## src/rtl/fifo_stream_reader.sv

```systemverilog
// ============================================================================
// Module   : fifo_stream_reader
// Purpose  : Drains a first-word-fall-through FIFO into a valid/ready stream
//            through a 2-entry skid buffer, marking burst boundaries.
// Revision : 1.0 - initial release
// ============================================================================
`default_nettype none

module fifo_stream_reader #(
    parameter int dataWidth = 8,
    parameter int burstLen  = 4
) (
    input  logic                 readClkIn,
    input  logic                 readRstIn,
    input  logic [dataWidth-1:0] fifoDataIn,
    input  logic                 fifoEmptyIn,
    output logic                 fifoReadEnOut,
    output logic [dataWidth-1:0] mDataOut,
    output logic                 mValidOut,
    input  logic                 mReadyIn,
    output logic                 mLastOut,
    output logic [15:0]          beatCountOut,
    input  logic                 flushIn
);

    localparam int                 c_IDX_W    = (burstLen > 1) ? $clog2(burstLen) : 1;
    localparam logic [c_IDX_W-1:0] c_LAST_IDX = c_IDX_W'(burstLen - 1);
    localparam logic [c_IDX_W-1:0] c_IDX_ONE  = c_IDX_W'(1);

    // Buffer occupancy doubles as the controller state.
    localparam logic [1:0] c_OCC_EMPTY = 2'd0;
    localparam logic [1:0] c_OCC_ONE   = 2'd1;
    localparam logic [1:0] c_OCC_FULL  = 2'd2;

    logic [1:0]           r_occ;
    logic [1:0]           w_occ_next;
    logic                 w_valid;
    logic                 w_pop;
    logic                 w_push;
    logic [dataWidth-1:0] r_head;
    logic [dataWidth-1:0] r_tail;
    logic [c_IDX_W-1:0]   r_beat_idx;
    logic [15:0]          r_beat_cnt;

    always_ff @(posedge readClkIn or negedge readRstIn) begin
        if (!readRstIn) begin
            r_occ <= c_OCC_EMPTY;
        end else begin
            r_occ <= w_occ_next;
        end
    end

    always_comb begin
        w_occ_next = r_occ;
        if (flushIn) begin
            w_occ_next = c_OCC_EMPTY;
        end else begin
            case (r_occ)
                c_OCC_EMPTY: begin
                    if (w_push) w_occ_next = c_OCC_ONE;
                end
                c_OCC_ONE: begin
                    if (w_push && !w_pop)      w_occ_next = c_OCC_FULL;
                    else if (!w_push && w_pop) w_occ_next = c_OCC_EMPTY;
                end
                c_OCC_FULL: begin
                    if (!w_push && w_pop) w_occ_next = c_OCC_ONE;
                end
                default: w_occ_next = c_OCC_EMPTY;
            endcase
        end
    end

    // Read enable is gated by reset so it is low while reset is held,
    // independent of the clock; mReadyIn only reaches it, no other output.
    always_comb begin
        w_valid = (r_occ != c_OCC_EMPTY);
        w_pop   = w_valid & mReadyIn & ~flushIn;
        w_push  = readRstIn & ~fifoEmptyIn & ~flushIn & ((r_occ != c_OCC_FULL) | w_pop);
    end

    always_ff @(posedge readClkIn or negedge readRstIn) begin
        if (!readRstIn) begin
            r_head <= '0;
            r_tail <= '0;
        end else begin
            case (r_occ)
                c_OCC_EMPTY: begin
                    if (w_push) r_head <= fifoDataIn;
                end
                c_OCC_ONE: begin
                    if (w_push && w_pop) r_head <= fifoDataIn;
                    else if (w_push)     r_tail <= fifoDataIn;
                end
                c_OCC_FULL: begin
                    if (w_pop) begin
                        r_head <= r_tail;
                        if (w_push) r_tail <= fifoDataIn;
                    end
                end
                default: begin
                    r_head <= r_head;
                end
            endcase
        end
    end

    always_ff @(posedge readClkIn or negedge readRstIn) begin
        if (!readRstIn) begin
            r_beat_idx <= '0;
            r_beat_cnt <= '0;
        end else if (flushIn) begin
            r_beat_idx <= '0;
        end else if (w_pop) begin
            r_beat_idx <= (r_beat_idx == c_LAST_IDX) ? '0 : (r_beat_idx + c_IDX_ONE);
            r_beat_cnt <= r_beat_cnt + 16'd1;
        end
    end

    assign fifoReadEnOut = w_push;
    assign mValidOut     = w_valid;
    assign mDataOut      = r_head;
    assign mLastOut      = w_valid & (r_beat_idx == c_LAST_IDX);
    assign beatCountOut  = r_beat_cnt;

endmodule

`default_nettype wire

```

## config.mk

```make
export PLATFORM = sky130hd
export DESIGN_NAME = fifo_stream_reader
export DESIGN_NICKNAME = d
export VERILOG_FILES = /design/src/rtl/fifo_stream_reader.sv
export SDC_FILE = /design/constraint.sdc
export NUM_CORES = 1
export LEC_CHECK = 0
export ABC_CLOCK_PERIOD_IN_PS = 2000
export CORE_UTILIZATION = 38
export DETAILED_ROUTE_END_ITERATION = 16
export PLACE_DENSITY = 0.68
export SYNTH_ARGS = -nofsm -noshare
export SYNTH_HDL_FRONTEND = slang
export SYNTH_SLANG_ARGS = --single-unit
```

## constraint.sdc

```tcl
create_clock -name readClkIn -period 2 [get_ports readClkIn]
set_clock_uncertainty 0.15 [all_clocks]
set_input_delay 0.6 -clock readClkIn [delete_from_list [all_inputs] [get_ports readClkIn]]
set_output_delay 0.6 -clock readClkIn [all_outputs]
set_load 0.02 [all_outputs]
```

# --- Word-level counts from Yosys, hierarchy flattened ---
# Cells that the tools add are included.
op_classes:
  reduce_logical: 14
  n_lt_le_gt_ge: 0
  div: 0
  addsub: 2
  n_mux: 17
  shift: 0
  eq_ne: 11
  mul: 0
  bitwise: 9
op_table:
  columns: ["cell", "n"]
  rows:
  - ["8-bit two-way mux", 6]
  - ["8-bit one-hot mux with 3 select lines", 1]
  - ["16-bit by 1-bit adder with 16-bit output, second input constant", 1]
  - ["2-bit two-way mux", 8]
  - ["8-bit one-hot mux with 2 select lines", 1]
  - ["2-bit != test, second input constant", 5]
  - ["1-bit AND", 6]
  - ["3-bit != test, second input constant", 2]
  - ["2-bit one-hot mux with 3 select lines", 1]
  - ["3-bit AND reduction", 2]
  - ["2-bit nonzero test", 3]
  - ["2-bit equality test, second input constant", 2]
  - ["4-bit != test, second input constant", 1]
  - ["4-bit AND reduction", 1]
  - ["1-bit logical AND", 3]
  - ["3-bit nonzero test", 1]
  - ["2-bit by 1-bit adder with 2-bit output, second input constant", 1]
  - ["2-bit by 1-bit equality test with 1-bit output, second input constant", 1]
  - ["1-bit logical NOT", 2]
  - ["2-bit logical NOT", 1]
  - ["1-bit NOT", 2]
  - ["2-bit AND reduction", 1]
  - ["1-bit OR", 1]
totals:
  latchBits: 0
  word_cells: 58
  register_bits: 36
  ramBits: 0
  rom_bits: 0
  input_bits: 13
  out_inout_bits: 27
  mem_count: 0

# --- Depth between registers and ports, before layout ---
depth:
  ltp_word: 11
  ltp_mapped: 5
  mapped_depth_nobuf: 5

# --- Worst setup path before layout ---
# OpenSTA, ideal clock, no wires.
synth_path:
  kind: "input to output"
  start: "input fifoEmptyIn"
  end: "output fifoReadEnOut"
  arrival_ps: 1363
  n_path_buf: 0
  stages: 2
  required_ps: 1250
  slack_ps: -113
  path_cell_list: "nand2b_1 a211oi_1"
synth_between:
  elab_chain_cells: 4
synth_rtl:
  columns: ["element", "line_no", "source"]
  rows:
  - ["start: declaration", "16", "input logic fifoEmptyIn,"]
  - ["1-bit NOT", "79", "w_push = readRstIn & ~fifoEmptyIn & ~flushIn & ((r_occ != c_OCC_FULL) | w_pop);"]
  - ["1-bit AND (3 in a row)", "79", null]
  - ["end: declaration", "17", "output logic fifoReadEnOut,"]
# No other way between the ends.

# --- Final worst setup path ---
layout_path:
  start: "input flushIn"
  end: "output fifoReadEnOut"
layout_between:
  elab_chain_cells: 4
  elab_cells_between_ends: 5
layout_rtl:
  columns: ["element", "line_no", "source"]
  rows:
  - ["start: declaration", "23", "input logic flushIn"]
  - ["1-bit NOT (no line) (*)", null, null]
  - ["1-bit AND", "78", "w_pop = w_valid & mReadyIn & ~flushIn;"]
  - ["1-bit OR", "79", null]
  - ["1-bit AND (*)", "79", null]
# Every way passes the cells marked *; elsewhere a longest branch is shown, timed or not.

==> impl_table.tex <==
\begin{tabular}{lr}
\hline
Metric & Value \\
\hline
\multicolumn{2}{l}{\textbf{Outcome}} \\
\quad Outcome & finished clean \\
\multicolumn{2}{l}{\textbf{Worst setup path}} \\
\quad Data required, critical path & 1250 ps \\
\quad Largest fanout of any net on the critical path & 2 \\
\quad CP bufs+invs & 2 \\
\quad Endpoint kind of the worst setup timing path & output port \\
\quad Crit start category & input pin \\
\quad Crit-path leading delay family & buffers and inverters \\
\quad Class of the most critical setup path & in2out \\
\quad Largest stage delay, worst path & 260 ps \\
\quad Arr. time, crit path & 1220 ps \\
\quad List of cells traversed by the critical path & dlygate4sd2\_1 > a211oi\_2 > buf\_4 \\
\quad Slowest cell on the critical path & sky130\_fd\_sc\_hd\_\_dlygate4sd2\_1 \\
\multicolumn{2}{l}{\textbf{Synthesis}} \\
\quad Proportion of synthesized chip area in sequential cells & 54.8\% \\
\quad Area share of the largest cell type after synthesis & 54.8\% \\
\quad Post-Syn Nets & 145 \\
\quad Average instance area after synthesis & 12.6 µm² \\
\quad Warning count from the yosys run & 0 \\
\quad Most instantiated library cell after synthesis & sky130\_fd\_sc\_hd\_\_dfrtp\_1 \\
\quad Top post-synthesis cells by count & sky130\_fd\_sc\_hd\_\_dfrtp\_1 (36), sky130\_fd\_sc\_hd\_\_mux2\_2 (25), sky130\_fd\_sc\_hd\_\_xnor2\_1 (12) \\
\quad Total of flip-flops plus latches after synthesis & 36 \\
\quad Mapped Cells & 130 \\
\quad Count of unique library cells instantiated by Yosys & 31 \\
\quad Number of synthesized flops with an enable pin & 0 \\
\quad Synth async-reset ratio & 100\% \\
\quad Ys flop type & sky130\_fd\_sc\_hd\_\_dfrtp\_1 \\
\quad Biggest area consumer among synthesized cells & sky130\_fd\_sc\_hd\_\_dfrtp\_1 \\
\quad Area of the mapped netlist & 1640 µm² \\
\quad Largest cells by area after synthesis & sky130\_fd\_sc\_hd\_\_dfrtp\_1 (55\%), sky130\_fd\_sc\_hd\_\_mux2\_2 (17\%), sky130\_fd\_sc\_hd\_\_xnor2\_1 (6.4\%) \\
\multicolumn{2}{l}{\textbf{Placed design}} \\
\quad HPWL after detailed placement & 2410 µm \\
\quad Final weighted congestion in routability-driven placement & 0.730 \\
\quad Port Buf Inserts & 39 \\
\quad DP Area & 2220 µm² \\
\quad Post-Place Cells & 232 \\
\multicolumn{2}{l}{\textbf{Routing}} \\
\quad Total wire length & 3420 µm \\
\quad Drt wl/cell & 14.1 µm \\
\quad Drt drc & 0 \\
\quad Number of vias per cell & 5.06 \\
\quad Total vias in the final route & 1225 \\
\quad Antenna violation net count after detailed routing & 0 \\
\quad Number of iterations in the first detailed-routing pass & 4 \\
\quad First-iteration detailed-routing DRC count & 19 \\
\multicolumn{2}{l}{\textbf{Pwr}} \\
\quad Total power per unit cell area & 799 nW/µm² \\
\quad Final total power & 0.00185 W \\
\quad Largest vdd supply drop & 0.000464 V \\
\quad LEAKAGE & 1.20 nW \\
\multicolumn{2}{l}{\textbf{Clocking}} \\
\quad Root buffer cell & sky130\_fd\_sc\_hd\_\_clkbuf\_8 \\
\quad \# clock sinks & 36 \\
\quad Number of hold buffers added after cts & 0 \\
\quad Number of buffers added by the clock tree synthesis step & 5 \\
\quad H-tree depth & 2 \\
\quad Clock Latency Late Sink & 280 ps \\
\quad Maximum clock insertion buffer count & 2 \\
\quad TritonCTS clock tree & done \\
\quad Clock slew at the register clock pins of the worst setup and hold paths & 60 ps \\
\multicolumn{2}{l}{\textbf{Finish}} \\
\quad Count of nets after finishing & 206 \\
\quad Final non-filler cell total & 242 \\
\quad Number of inserted diodes & 0 \\
\quad Combined area of the multi-input logic cells & 753 µm² \\
\quad Post-layout utilization of the core & 56.8\% \\
\quad Relative area change from synthesis to final layout & 41.2\% \\
\quad Layout cells sized above 1 & 34.4\% \\
\quad Storage cell area & 901 µm² \\
\quad Final-layout fill cell count & 358 \\
\quad Final instance area & 2320 µm² \\
\multicolumn{2}{l}{\textbf{Timing}} \\
\quad Max-slew violation count & 0 \\
\quad Final hold violation count & 0 \\
\quad Unrepaired setup endpoints after global routing & yes \\
\quad Part of the cycle the worst path needs & 98.5\% \\
\quad Fin crit period & 1970 ps \\
\quad Maximum frequency from static timing analysis & 0.507 GHz \\
\quad Setup TNS & 0 ps \\
\quad Setup-failing EPs final & 0 \\
\quad Slew @ Worst Pin & 440 ps \\
\quad Remaining max-slew budget at the tightest pin & 70.7\% \\
\multicolumn{2}{l}{\textbf{Global routing}} \\
\quad GRT met1 Usage & 19.4\% \\
\quad Initial antenna violation count & 0 \\
\quad GR Util met3 & 5.24\% \\
\quad First-pass GRT wire length & 5560 µm \\
\quad Global Route met2 Usage & 28.5\% \\
\quad Combined global-route utilization of all metal layers & 16.8\% \\
\quad Final global-route overflow total & 0 \\
\quad Gr busiest metal & met2 \\
\quad Vias in the first global route & 1293 \\
\quad Pin count of the biggest net entering global routing & 37 \\
\multicolumn{2}{l}{\textbf{Floorplanning}} \\
\quad Boundary Pins & 40 \\
\quad Total die area & 4590 µm² \\
\quad Row Count & 23 \\
\quad Starting Density & 40.2\% \\
\quad Die Span X & 67.8 µm \\
\quad Floorplan Core Area & 4090 µm² \\
\quad Die Span Y & 67.8 µm \\
\multicolumn{2}{l}{\textbf{Job}} \\
\quad Maxcap violations & 0 \\
\multicolumn{2}{l}{\textbf{Hold path}} \\
\quad Worst min-delay path class & reg2reg \\
\hline
\end{tabular}
==> flip-flops by register name, indices dropped and copies added (netlist names) <==
name and count:
beatCountOut 16, mDataOut 8, r_tail 8, r_beat_idx 2, r_occ 2
==> placed cells by master (no fill, tap or decap), drive strengths merged, types with 5 or more instances in the layout <==
cell / n
nand2: 7
xnor2: 12
clkdlybuf4s50: 8
dfrtp: 36
nand3: 5
buf: 21
dlygate4sd2: 19
dlymetal6s2s: 6
nor2: 5
mux2: 25
clkbuf: 9
==> per-layer routing <==
metal / wire, µm / vias up / share of wire, %
met1: 1490 / 602 / 44
met5: 0 / - / 0
met4: 50 / 0 / 1.5
met2: 1620 / 34 / 47
met3: 254 / 6 / 7.4
li1: - / 583 / -
==> final cells by class <==
| type | instances | area share (%) |
|---|---|---|
| Clock inverter | 2 | 0.431 |
| Clock buffer | 6 | 3.56 |
| Timing Repair Buffer | 57 | 21.9 |
| Sequential cell | 36 | 38.8 |
| Tap cell | 50 | 2.70 |
| Inverter | 1 | 0.162 |
| Multi-Input combinational cell | 90 | 32.5 |
==> final timing paths <==
| path | cells after the start | end | start | slack, ps |
|---|---|---|---|---|
| min reg2reg | 1 | beatCountOut[15] | beatCountOut[15] | 320 |
| min in group asynchronous | 3 | r_tail[6] | readRstIn | 350 |
| max in group asynchronous | 3 | beatCountOut[4] | readRstIn | 1050 |
| min | 1 | beatCountOut[15] | beatCountOut[15] | 320 |
| max reg2reg | 7 | mDataOut[6] | r_occ[1] | 100 |
| max | 3 | fifoReadEnOut | flushIn | 30 |
==> power breakdown <==
group	switching, W	leakage, nW	internal [W]
clock	0.000243	0.0510	0.000274
combinational	0.000206	0.679	0.000222
sequential	0.0000739	0.473	0.000835
total	0.000523	1.20	0.00133
==> per-stage QoR <==
stage	setup WS, ps	hold WS (ps)
6_report	29.2	321
5_1_grt	-6.50	369
4_1_cts	-11.4	324
3_5_place_dp	-870	315
3_3_place_gp	-818	319
2_1_floorplan	64.9	154
==> what timing repair did <==
action                                  CTS  global route
pin swaps                                 1             2
setup buffers                             2             0
cloned                                    0             0
resized for setup                        39            13
endpoints found under the setup margin   37            17
==> cell families after synthesis <==
kind of cell / after synthesis / share of synthesized area [%]
compound gates: 8 / 3.35
flops: 36 / 54.8
simple gates: 38 / 12.9
fa+ha+maj: 2 / 1.52
xor+xnor: 15 / 7.99
buf+inv: 4 / 1.07
mux: 27 / 18.3
No activity file was read; power rests on OpenSTA's default activity.
